`src/rtl/dm_port_arbiter_if.sv`:
```
// Bundle of both issue-pipeline DM ports plus the shared SRAM bus.
// slave = arbiter side; master = pipelines + SRAM side.
interface dm_port_arbiter_if #(
    parameter int AW = 9,
    parameter int DW = 16
);
    logic          flush;
    logic          p0_req;
    logic          p0_write;
    logic [AW-1:0] p0_addr;
    logic [DW-1:0] p0_wdata;
    logic          p0_gnt;
    logic          p0_rvalid;
    logic [DW-1:0] p0_rdata;
    logic          p1_req;
    logic          p1_write;
    logic [AW-1:0] p1_addr;
    logic [DW-1:0] p1_wdata;
    logic          p1_gnt;
    logic          p1_rvalid;
    logic [DW-1:0] p1_rdata;
    logic          stall;
    logic [AW-1:0] mem_addr;
    logic [DW-1:0] mem_wdata;
    logic          mem_write;
    logic [DW-1:0] mem_rdata;

    modport slave (
        input  flush,
        input  p0_req, p0_write, p0_addr, p0_wdata,
        output p0_gnt, p0_rvalid, p0_rdata,
        input  p1_req, p1_write, p1_addr, p1_wdata,
        output p1_gnt, p1_rvalid, p1_rdata,
        output stall,
        output mem_addr, mem_wdata, mem_write,
        input  mem_rdata
    );

    modport master (
        output flush,
        output p0_req, p0_write, p0_addr, p0_wdata,
        input  p0_gnt, p0_rvalid, p0_rdata,
        output p1_req, p1_write, p1_addr, p1_wdata,
        input  p1_gnt, p1_rvalid, p1_rdata,
        input  stall,
        input  mem_addr, mem_wdata, mem_write,
        output mem_rdata
    );
endinterface

```
`src/rtl/dm_port_arbiter.sv`:
```
// Program-order arbiter sharing one sync-read DM SRAM between p0/p1; grant is same-cycle, load data 1 cycle later.
// Backpressure: a same-bundle conflict serves p0 first and raises stall for exactly one cycle while p1 waits.
module dm_port_arbiter #(
    parameter int AW = 9,
    parameter int DW = 16,
    parameter int CW = 16
) (
    input  logic                clk,
    input  logic                rst,
    dm_port_arbiter_if.slave    bus,
    output logic [CW-1:0]       conflict_cnt
);

    typedef enum logic {IDLE, SERVE_P1} state_t;
    typedef enum logic [1:0] {OWN_NONE, OWN_P0, OWN_P1} owner_t;

    state_t        state_q, state_d;
    owner_t        owner_q, owner_d;
    logic [DW-1:0] p0_hold_q, p0_hold_d;
    logic [DW-1:0] p1_hold_q, p1_hold_d;
    logic [CW-1:0] cnt_q, cnt_d;

    logic gnt0, gnt1, stall;
    logic rvalid0, rvalid1;

    // State register
    always_ff @(posedge clk) begin
        if (rst) begin
            state_q   <= IDLE;
            owner_q   <= OWN_NONE;
            p0_hold_q <= '0;
            p1_hold_q <= '0;
            cnt_q     <= '0;
        end else begin
            state_q   <= state_d;
            owner_q   <= owner_d;
            p0_hold_q <= p0_hold_d;
            p1_hold_q <= p1_hold_d;
            cnt_q     <= cnt_d;
        end
    end

    // Next-state logic: SERVE_P1 always lasts a single cycle.
    always_comb begin
        state_d = IDLE;
        case (state_q)
            IDLE:     if (!bus.flush && bus.p0_req && bus.p1_req) state_d = SERVE_P1;
            SERVE_P1: state_d = IDLE;
            default:  state_d = IDLE;
        endcase
    end

    // Output logic; rst gates grants so a pending p1 store never reaches memory during reset.
    always_comb begin
        gnt0  = 1'b0;
        gnt1  = 1'b0;
        stall = 1'b0;
        if (!rst && !bus.flush) begin
            case (state_q)
                IDLE: begin
                    if (bus.p0_req) begin
                        gnt0  = 1'b1;
                        stall = bus.p1_req;
                    end else if (bus.p1_req) begin
                        gnt1 = 1'b1;
                    end
                end
                SERVE_P1: gnt1 = bus.p1_req;
                default: ;
            endcase
        end
    end

    always_comb begin
        bus.mem_addr  = '0;
        bus.mem_wdata = '0;
        bus.mem_write = 1'b0;
        if (gnt0) begin
            bus.mem_addr  = bus.p0_addr;
            bus.mem_wdata = bus.p0_wdata;
            bus.mem_write = bus.p0_write;
        end else if (gnt1) begin
            bus.mem_addr  = bus.p1_addr;
            bus.mem_wdata = bus.p1_wdata;
            bus.mem_write = bus.p1_write;
        end
    end

    always_comb begin
        owner_d = OWN_NONE;
        if (gnt0 && !bus.p0_write)      owner_d = OWN_P0;
        else if (gnt1 && !bus.p1_write) owner_d = OWN_P1;
    end

    // Returning data is not cancelled by flush: the SRAM read is already in flight.
    assign rvalid0 = !rst && (owner_q == OWN_P0);
    assign rvalid1 = !rst && (owner_q == OWN_P1);

    always_comb begin
        p0_hold_d = rvalid0 ? bus.mem_rdata : p0_hold_q;
        p1_hold_d = rvalid1 ? bus.mem_rdata : p1_hold_q;
    end

    // Only the IDLE two-request case stalls, so stall doubles as the conflict event.
    always_comb begin
        cnt_d = cnt_q;
        if (stall && !(&cnt_q)) cnt_d = cnt_q + CW'(1);
    end

    assign bus.p0_gnt    = gnt0;
    assign bus.p1_gnt    = gnt1;
    assign bus.stall     = stall;
    assign bus.p0_rvalid = rvalid0;
    assign bus.p1_rvalid = rvalid1;
    assign bus.p0_rdata  = rvalid0 ? bus.mem_rdata : p0_hold_q;
    assign bus.p1_rdata  = rvalid1 ? bus.mem_rdata : p1_hold_q;
    assign conflict_cnt  = cnt_q;

endmodule

```
`src/flat_wrapper.sv`:
```
// flat-port wrapper written by rule: the top's interface ports become plain ports
module dm_port_arbiter_flat 
#(
    parameter int AW = 9,
    parameter int DW = 16,
    parameter int CW = 16
)
  (clk, rst, conflict_cnt, bus_flush, bus_p0_req, bus_p0_write, bus_p0_addr, bus_p0_wdata, bus_p0_gnt, bus_p0_rvalid, bus_p0_rdata, bus_p1_req, bus_p1_write, bus_p1_addr, bus_p1_wdata, bus_p1_gnt, bus_p1_rvalid, bus_p1_rdata, bus_stall, bus_mem_addr, bus_mem_wdata, bus_mem_write, bus_mem_rdata);
  dm_port_arbiter_if #(.AW(AW), .DW(DW)) bus_i ();
  input  logic clk;
  input  logic rst;
  output logic [CW-1:0] conflict_cnt;
  input wire logic [$bits(bus_i.flush)-1:0] bus_flush;
  input wire logic [$bits(bus_i.p0_req)-1:0] bus_p0_req;
  input wire logic [$bits(bus_i.p0_write)-1:0] bus_p0_write;
  input wire logic [$bits(bus_i.p0_addr)-1:0] bus_p0_addr;
  input wire logic [$bits(bus_i.p0_wdata)-1:0] bus_p0_wdata;
  output wire logic [$bits(bus_i.p0_gnt)-1:0] bus_p0_gnt;
  output wire logic [$bits(bus_i.p0_rvalid)-1:0] bus_p0_rvalid;
  output wire logic [$bits(bus_i.p0_rdata)-1:0] bus_p0_rdata;
  input wire logic [$bits(bus_i.p1_req)-1:0] bus_p1_req;
  input wire logic [$bits(bus_i.p1_write)-1:0] bus_p1_write;
  input wire logic [$bits(bus_i.p1_addr)-1:0] bus_p1_addr;
  input wire logic [$bits(bus_i.p1_wdata)-1:0] bus_p1_wdata;
  output wire logic [$bits(bus_i.p1_gnt)-1:0] bus_p1_gnt;
  output wire logic [$bits(bus_i.p1_rvalid)-1:0] bus_p1_rvalid;
  output wire logic [$bits(bus_i.p1_rdata)-1:0] bus_p1_rdata;
  output wire logic [$bits(bus_i.stall)-1:0] bus_stall;
  output wire logic [$bits(bus_i.mem_addr)-1:0] bus_mem_addr;
  output wire logic [$bits(bus_i.mem_wdata)-1:0] bus_mem_wdata;
  output wire logic [$bits(bus_i.mem_write)-1:0] bus_mem_write;
  input wire logic [$bits(bus_i.mem_rdata)-1:0] bus_mem_rdata;
  assign bus_i.flush = bus_flush;
  assign bus_i.p0_req = bus_p0_req;
  assign bus_i.p0_write = bus_p0_write;
  assign bus_i.p0_addr = bus_p0_addr;
  assign bus_i.p0_wdata = bus_p0_wdata;
  assign bus_p0_gnt = bus_i.p0_gnt;
  assign bus_p0_rvalid = bus_i.p0_rvalid;
  assign bus_p0_rdata = bus_i.p0_rdata;
  assign bus_i.p1_req = bus_p1_req;
  assign bus_i.p1_write = bus_p1_write;
  assign bus_i.p1_addr = bus_p1_addr;
  assign bus_i.p1_wdata = bus_p1_wdata;
  assign bus_p1_gnt = bus_i.p1_gnt;
  assign bus_p1_rvalid = bus_i.p1_rvalid;
  assign bus_p1_rdata = bus_i.p1_rdata;
  assign bus_stall = bus_i.stall;
  assign bus_mem_addr = bus_i.mem_addr;
  assign bus_mem_wdata = bus_i.mem_wdata;
  assign bus_mem_write = bus_i.mem_write;
  assign bus_i.mem_rdata = bus_mem_rdata;
  dm_port_arbiter #(.AW(AW), .DW(DW), .CW(CW)) u_core (.clk(clk), .rst(rst), .bus(bus_i), .conflict_cnt(conflict_cnt));
endmodule
```
`config.mk`:
```
export PLATFORM = sky130hd
export DESIGN_NAME = dm_port_arbiter_flat
export DESIGN_NICKNAME = d
export VERILOG_FILES = /design/src/rtl/dm_port_arbiter_if.sv /design/src/rtl/dm_port_arbiter.sv /design/src/flat_wrapper.sv
export SDC_FILE = /design/constraint.sdc
export NUM_CORES = 1
export LEC_CHECK = 0
export CAP_MARGIN = 20
export CORE_ASPECT_RATIO = 0.7
export CORE_UTILIZATION = 37
export CTS_BUF_LIST = sky130_fd_sc_hd__clkbuf_4 sky130_fd_sc_hd__clkbuf_8 sky130_fd_sc_hd__clkbuf_16
export DETAILED_ROUTE_END_ITERATION = 10
export MAX_ROUTING_LAYER = met4
export PLACE_DENSITY_LB_ADDON = 0.12
export SETUP_SLACK_MARGIN = 0.05
export SLEW_MARGIN = 20
export SYNTH_ARGS = -nofsm -noshare
export SYNTH_HDL_FRONTEND = slang
export SYNTH_SLANG_ARGS = --single-unit
```
`constraint.sdc`:
```
create_clock -name clk -period 3.57 [get_ports clk]
set_clock_uncertainty 0.05 [all_clocks]
set_input_delay 0.714 -clock clk [delete_from_list [all_inputs] [get_ports clk]]
set_output_delay 0.714 -clock clk [all_outputs]
set_load 0.005 [all_outputs]
```
* Yosys cells after proc, flatten, opt, wreduce, memory -nomap -nowiden
Index checks and enable logic that the tools add are counted.
** Cells by class
- Bitwise gates (word level) :: 1
- Shift operators :: 0
- Order comparisons :: 0
- Equality and inequality tests :: 2
- Add/subtract/negate cells :: 1
- Muxes and demuxes :: 22
- Reduce and logical (&&, ||, !) cells :: 15
- Div/mod/pow operators :: 0
- Multiply operators :: 0
** Operator list (number)
- 2-to-1 mux 16 bit :: 4
- 2-to-1 mux 9 bit :: 2
- adder 16 x 1 -> 16 bit (second input constant) :: 1
- AND reduction 16 bit :: 1
- 2-to-1 mux 1 bit :: 13
- logical AND 1 bit :: 8
- zero test 1 bit :: 5
- one-hot mux 1 bit (2 select lines) :: 2
- equality test 2 x 1 -> 1 bit (second input constant) :: 1
- equality test 2 bit (second input constant) :: 1
- 2-to-1 mux 2 bit :: 1
- OR reduction 2 bit :: 1
- inverter 1 bit :: 1
** Word-level totals
- Memories :: 0
- Latch bits :: 0
- Output and inout port bits :: 79
- Bits in registers :: 51
- Word-level logic and storage cells :: 47
- Input port bits :: 73
- Memory bits (read-only) :: 0
- Memory bits (writable) :: 0

* Logic depth before layout (Yosys ltp)
Gate-level depths: netlist (run 1).
- Depth after elaboration :: 7
- Depth in mapped cells :: 8
- Gate-level depth less buffers :: 5

* Least setup slack after synthesis (run 1)
OpenSTA, ideal clock, no wires.
- Path type :: input -> output
- Start point :: input port rst
- End point :: output port bus_p0_rdata[10]
- Buffers on the path :: 2
- Data arrival time :: 2.296 ns
- Stages :: 4
- Setup slack :: 0.510 ns
- Required time :: 2.806 ns
- Cell sequence :: buf_6 nor3b_1 clkbuf_1 mux2_2
** On the way
- Word-level cells in the longest chain between the ends :: 3
** Ends and longest elaborated chain
- from (decl) :: line flat_wrapper.sv:11 : input logic rst;
- zero test 1 bit :: line dm_port_arbiter.sv:96 : assign rvalid0 = !rst && (owner_q == OWN_P0);
- logical AND 1 bit :: line dm_port_arbiter.sv:96
- via bus_p0_rvalid :: line flat_wrapper.sv:19 : output wire logic [$bits(bus_i.p0_rvalid)-1:0] bus_p0_rvalid;
- 2-to-1 mux 16 bit
- to (decl) :: line flat_wrapper.sv:20 : output wire logic [$bits(bus_i.p0_rdata)-1:0] bus_p0_rdata;
The timed path passes the listed nets, and every way through them passes these cells.

* Final worst setup path (run 1)
- Start point :: input port bus_flush
- End point :: output port bus_mem_write
** On the way
- Word-level cells in the longest chain between the ends :: 5
- Elaborated cells on any way between the ends :: 6
- Classes of those cells :: mux (4); reduce/logical (2)
** Ends and longest elaborated chain
- from (decl) :: line flat_wrapper.sv:13 : input wire logic [$bits(bus_i.flush)-1:0] bus_flush;
- zero test 1 bit (*) :: line dm_port_arbiter.sv:58 : if (!rst && !bus.flush) begin
- logical AND 1 bit (*) :: line dm_port_arbiter.sv:58
- 2-to-1 mux 1 bit :: line dm_port_arbiter.sv:58
- 2-to-1 mux 1 bit :: line dm_port_arbiter.sv:82 : end else if (gnt1) begin
- 2-to-1 mux 1 bit (*) :: line dm_port_arbiter.sv:78 : if (gnt0) begin
- to (decl) :: line flat_wrapper.sv:31 : output wire logic [$bits(bus_i.mem_write)-1:0] bus_mem_write;
Every way passes the cells marked *; elsewhere a longest branch is shown, timed or not.

==> summary.txt, run 1 <==
Outcome = finished clean
Vias = 2453
# DRC = 0
Clock Latency Late Sink = 0.30 ns
Final wirelength = 7444 um
Total Routing Usage GR = 22.66%
Setup TNS = 0 ns
Fillers = 517
Post-synth top area share = 42.02%
Number of synthesized register bits = 51
Hold Path Depth = 1
Actual slew at the worst max-slew pin = 0.6781 ns
Wire length of the first global-routing pass = 11940 um
HP Class = reg -> reg
Layout Utilization = 67.62%
CP arrival = 2.67 ns
Fin crit period = 3.435 ns
CP dominant cell by count = clkdlybuf4s50_1
Initial antenna violation count = 0
Synthesis-to-finish area growth = 74.67%
HP Start = u_core.conflict_cnt[15]
Post-synth net total = 316
Pwr per Cell Area = 288.5 nW/um^2
Die Y = 69.80 um
Initial Util = 38.72%
Post-synth design cell area = 2430 sq um
Worst setup SP type = primary input
Crit Path Max Fanout = 27
DP HPWL = 5828 um
Slowest cell on crit path = clkdlybuf4s50_1
Endpoint, Worst Hold = u_core.conflict_cnt[15]
Avg Cell Area, Syn = 10.04 sq um
Register-to-register setup slack = 1.49 ns
Initial DRC Count = 94
Remaining Overflow, GRT = 0
Yosys warns = 0
RSZ-0062 raised after global routing = no
Slew Limit Fails = 0
Largest net degree at the start of global routing = 28
Register area share after synthesis = 42.02%
DIE WIDTH = 98.86 um
Clock buffer depth = 2
Die area = 6900 sq um
Critical Path, Cell by Cell = clkdlybuf4s50_1 -> or3b_1 -> nor2_1 -> buf_12 -> a22o_1 -> clkdlybuf4s50_1
Clock slew at reported path FFs = 0.09 ns
Post-CTS setup buffer count = 0
R2R Path End = u_core.conflict_cnt[11]
DR WL/cell = 15.67 um
H-tree levels = 2
Total power = 0.001224 W
Fmax = 291.1 MHz
Post-synth cell types = 36
# clock sinks = 51
Commonest cells in the netlist = 51 x dfxtp_1, 34 x and2_1, 33 x mux2_2, 26 x a22o_1, 11 x clkbuf_1
Worst Path Required = 2.81 ns
Fin. Hold Viols = 0
DRT Pass-1 Iters = 4
Largest area contributor in the netlist = dfxtp_1
Worst vdd ir = 293.5 uV
Max incr delay on CP = 0.50 ns
R2R depth = 4
Post-synth top flop = dfxtp_1
Storage cell area = 1021 sq um
Hold_buf cts = 0
# nets final = 470
FP Rows = 24
CTS Buf Count = 5
Routability cong. = 0.8815
Ant diodes = 0
Share of layout cells above drive strength 1 = 14.11%
Synth top area cells = dfxtp_1 42%, mux2_2 15%, a22o_1 9.4%
Multi-input gate area = 1343 sq um
Tcrit/Tclk final = 96.22%
I/O pins = 152
Slew HR = 54.37%
Endpoint class of the critical path = output pin
Post-synth EDFFs = 0
Final setup fails = 0
Core box area = 6276 sq um
FF-to-FF Start = u_core.conflict_cnt[2]
Vias in the first global route = 2257
CP Class = in -> out
TritonCTS clock tree = done
Synth Instances = 242
ANT nets after route = 0
Most common cell in the synthesized netlist = dfxtp_1
DR vias/cell = 5.164
Synth async-reset ratio = 0%
MaxCap Viol Count = 0
PortBufs = 151
Worst Setup SP = bus_flush
P_leak = 1.577 nW
Root Driver = clkbuf_8
[power by group]
group	internal [W]	total [W]	switching [W]
Combinational	0.000127	0.000179	0.0000521
Sequential	0.000573	0.000575	0.00000197
Clock	0.000288	0.000470	0.000182
[kinds of logic (layout without fill, tap and decap cells)]
logic type | Yosys count | after routing | synth area share (%)
AOI/OAI and AO/OA | 57 | 57 | 18.49
adders and majority gates | 1 | 1 | 0.5149
buffers and inverters | 19 | 174 | 3.347
DFF | 51 | 51 | 42.02
muxes | 34 | 34 | 15.71
and+or+nand+nor | 80 | 80 | 19.93
[critical path, delay by kind of cell]
kind / cells / cell delay [ns]
buffers and inverters: 3 / 1.17
and+or+nand+nor: 2 / 0.60
AOI/OAI and AO/OA: 1 / 0.19
[layout by cell type, fill, tap and decap left out, drive strengths merged, types with 5 or more instances in the layout]
cell type | synthesis | routed
buf | 3 | 10
clkdlybuf4s50 | 0 | 151
a22o | 26 | 26
and2 | 34 | 34
mux2 | 33 | 33
inv | 5 | 5
nor2 | 5 | 5
or3 | 6 | 6
or4 | 5 | 5
dfxtp | 51 | 51
nand2 | 5 | 5
a21oi | 8 | 8
clkbuf | 11 | 6
[worst max-delay path by stage]
stage	endpoint	slack (ns)	cells past startpoint
floorplan	bus_p0_rdata[10]	0.51	4
global placement	bus_mem_wdata[11]	0.16	7
detailed placement	bus_mem_write	0.12	6
CTS	bus_mem_write	0.11	6
global route	bus_mem_wdata[13]	0.06	7
finish	bus_mem_write	0.13	6
[layer usage]
layer / routed length, um / GRT usage (%) / part of all wire, % / vias up
met1: 3259 / 28.16 / 44 / 1133
met3: 525 / 5.746 / 7.1 / 8
met2: 3561 / 36.29 / 48 / 90
li1: - / - / - / 1222
met4: 98 / 6.799 / 1.3 / 0
met5: 0 / - / 0 / -
[flip-flops by register name (all words and copies together), names as in the netlist]
name and flops:
u_core.conflict_cnt 16, u_core.owner_q 2, u_core.p0_hold_q 16, u_core.p1_hold_q 16, u_core.state_q 1
[cell type report]
| class | instances | share of cell area [%] |
|---|---|---|
| repair buffers | 161 | 38.35 |
| multi-input cells | 172 | 31.63 |
| flip-flops and latches | 51 | 24.06 |
| well taps | 78 | 2.300 |
| clock buffers | 6 | 1.798 |
| clock inverters | 2 | 1.415 |
| inverters | 5 | 0.4422 |
[stage by stage]
| step | hold slack, ns | cells | cell area [sq um] | setup slack [ns] |
|---|---|---|---|---|
| floorplan | 0.4422 | 242 | 2430 | 0.5105 |
| global placement | 0.4557 | 467 | 4104 | 0.1566 |
| detailed placement | 0.4577 | 467 | 4104 | 0.1238 |
| CTS | 0.4711 | 475 | 4240 | 0.1125 |
| global route | 0.5044 | 475 | 4244 | 0.06324 |
| finish | 0.4660 | 475 | 4244 | 0.1349 |
[timing repair]
item | CTS | global route
endpoints found under the setup margin | 0 | 21
endpoints found under the hold margin | 0 | 0
resized for setup | 0 | 1
Note: power is estimated with default switching activity, not from simulation.
==> run 2, diff against run 1 <==
--- a/config.mk
+++ b/config.mk
@@ -7,7 +7,7 @@
 export LEC_CHECK = 0
 export CAP_MARGIN = 20
 export CORE_ASPECT_RATIO = 0.7
-export CORE_UTILIZATION = 37
+export CORE_UTILIZATION = 40
 export CTS_BUF_LIST = sky130_fd_sc_hd__clkbuf_4 sky130_fd_sc_hd__clkbuf_8 sky130_fd_sc_hd__clkbuf_16
 export DETAILED_ROUTE_END_ITERATION = 10
 export MAX_ROUTING_LAYER = met4
==> constraint.sdc (replaced) <==
create_clock -name clk -period 4.3 [get_ports clk]
set_clock_uncertainty 0.05 [all_clocks]
set_input_delay 0.86 -clock clk [delete_from_list [all_inputs] [get_ports clk]]
set_output_delay 0.86 -clock clk [all_outputs]
set_load 0.005 [all_outputs]
==> run 2 against run 1 <==
Net effect: final cell count shrank 1.5%; clock-buffer cell count down 1; clock power shrank 41%; non-clock buffer count is 4 lower; design area fell by 2.9%; register-to-register slack improved by 0.71 ns; routed wire length rose by 2.9%; combinational power is 18% lower; via count decreased by 0.29%; sequential cell count stayed put.
==> summary.txt, run 2 (synthesis gave the netlist of run 1 again) <==
Vias = 2446 (-0.29%)
Internal = 0.0006931 W (-30%)
Synthesis-to-finish area growth = 69.57%
Endpoint class of the critical path = output pin
FP Rows = 23 (-4.2%)
H-tree levels = 2 (unchanged)
CP arrival = 2.96 ns (+0.29 ns)
Post-CTS setup buffer count = 0 (unchanged)
Metal2 WL = 3634 um (+2.0%)
Die area = 6395 sq um (-7.3%)
Actual slew at the worst max-slew pin = 0.9408 ns (+0.2626 ns)
Worst hold slack = 0.4737 ns (+0.007609 ns)
DIE WIDTH = 95.16 um (-3.7%)
Share of power burned in combinational logic = 16.1% (+1.5 points)
# clock sinks = 51 (unchanged)
Hold_buf cts = 0 (unchanged)
PortBufs = 151 (unchanged)
Initial Util = 42.01% (+3.3 points)
# nets final = 466 (-0.85%)
Outcome = finished clean
Fmax = 258.1 MHz
DR vias/cell = 5.226 (+1.2%)
ANT nets after route = 0 (unchanged)
Hold Path Depth = 1 (unchanged)
Worst Setup SP = bus_flush
Remaining Overflow, GRT = 0 (unchanged)
Wire length of the first global-routing pass = 10940 um (-8.4%)
Sequential Power Share = 52.9% (+5.9 points)
Cts repair resizes = 0 (unchanged)
Endpoint, Worst Hold = u_core.conflict_cnt[15]
Clock buffer depth = 2 (unchanged)
DP Worst Slack = 0.4326 ns (+0.3088 ns)
Clock Latency Late Sink = 0.30 ns (about the same)
Total Routing Usage GR = 23.19% (+0.54 points)
P_leak = 1.528 nW (-3.1%)
Most common cell after layout, fill and taps aside = clkdlybuf4s50_1
Worst Path Required = 3.39 ns (+0.58 ns)
Die Y = 67.21 um (-3.7%)
Routability cong. = 0.8209 (-6.9%)
Share of layout cells above drive strength 1 = 13.23% (-0.87 points)
Final setup fails = 0 (unchanged)
Clock slew at reported path FFs = 0.10 ns (about the same)
I/O pins = 152 (unchanged)
Setup slack after layout = 0.4262 ns (+0.2913 ns)
Sw power = 0.0002093 W (-11%)
Final wirelength = 7657 um (+2.9%)
R2R depth = 4 (unchanged)
Initial DRC Count = 101 (+7.4%)
DRT Pass-1 Iters = 4 (unchanged)
Root Driver = clkbuf_8
TritonCTS clock tree = done
Core box area = 5784 sq um (-7.8%)
Max layer used = met4
Worst setup SP type = primary input
# DRC = 0 (unchanged)
CTS Buf Count = 5 (unchanged)
Setup TNS = 0 ns (unchanged)
Switching Fraction = 23.20% (+3.9 points)
Largest net degree at the start of global routing = 38 (+36%)
Met3 wire length = 666 um (+27%)
Ant diodes = 0 (unchanged)
DP HPWL = 5812 um (-0.27%)
R2R Path End = u_core.conflict_cnt[11]
Clock power frac = 30.9% (-7.5 points)
CP Class = in -> out
Vias in the first global route = 2115 (-6.3%)
Fin. Hold Viols = 0 (unchanged)
Initial antenna violation count = 0 (unchanged)
Placed Instances = 460 (-1.5%)
FF-to-FF Start = u_core.conflict_cnt[2]
Slew HR = 37.21% (-17 points)
HP Class = reg -> reg
Tcrit/Tclk final = 90.09%
Register-to-register setup slack = 2.20 ns (+0.71 ns)
Fin crit period = 3.874 ns
Post-route insts no fill = 468 (-1.5%)
HP Start = u_core.conflict_cnt[15]
M1 wire length = 3319 um (+1.8%)
Pwr per Cell Area = 219.0 nW/um^2 (-24%)
DR WL/cell = 16.36 um (+4.4%)
RSZ-0062 raised after global routing = no
Most frequent cells in the layout = 151 x clkdlybuf4s50_1, 51 x dfxtp_1, 34 x and2_1, 33 x mux2_2, 26 x a22o_1
Worst vdd ir = 221.9 uV (-24%)
Slew Limit Fails = 0 (unchanged)
Crit Path Max Fanout = 27 (unchanged)
MaxCap Viol Count = 0 (unchanged)
-- run 2: power by group through the flow --
stage	clock (W)	sequential, W	combinational, W
floorplan	0	0.000488	0.0000370
global placement	0	0.000488	0.000144
detailed placement	0	0.000489	0.000146
CTS	0.000289	0.000478	0.000146
global route	0.000310	0.000478	0.000156
finish	0.000279	0.000478	0.000146
-- run 2: worst max-delay path by stage --
stage | depth (start not counted) | endpoint
2_1_floorplan | 4 | bus_p0_rdata[10]
4_1_cts | 6 | bus_mem_write
3_3_place_gp | 6 | bus_mem_write
3_5_place_dp | 6 | bus_mem_write
5_1_grt | 6 | bus_mem_addr[4]
6_report | 6 | bus_mem_write
-- run 2: per-layer routing --
metal	global-route usage, %	up-vias
met5	-	-
met4	4.356	0
met3	4.842	4
met2	38.48	96
met1	29.48	1136
li1	-	1210
-- run 2: per-stage QoR --
stage               utilization [%]  area (sq um)  total power (W)
finish                        71.23          4120        0.0009024
global route                  71.23          4120        0.0009448
CTS                           71.23          4120        0.0009132
detailed placement            69.72          4033        0.0006345
global placement              69.72          4033        0.0006323
floorplan                         -          2430        0.0005251
-- run 2: worst max-delay path, cell delays in order --
cell	delay, ns
clkdlybuf4s50_1	0.46
or3b_1	0.48
nor2_1	0.14
buf_4	0.30
a22o_1	0.22
clkdlybuf4s50_1	0.51
-- run 2: cell type report --
class,instances,area [sq um]
Tap cell,75,93.84
Timing Repair Buffer,157,1556
Fill cell,471,1664
Clock buffer,5,68.82
Multi-Input combinational cell,172,1343
Sequential cell,51,1021
Inverter,5,18.77
Clock inverter,3,18.77
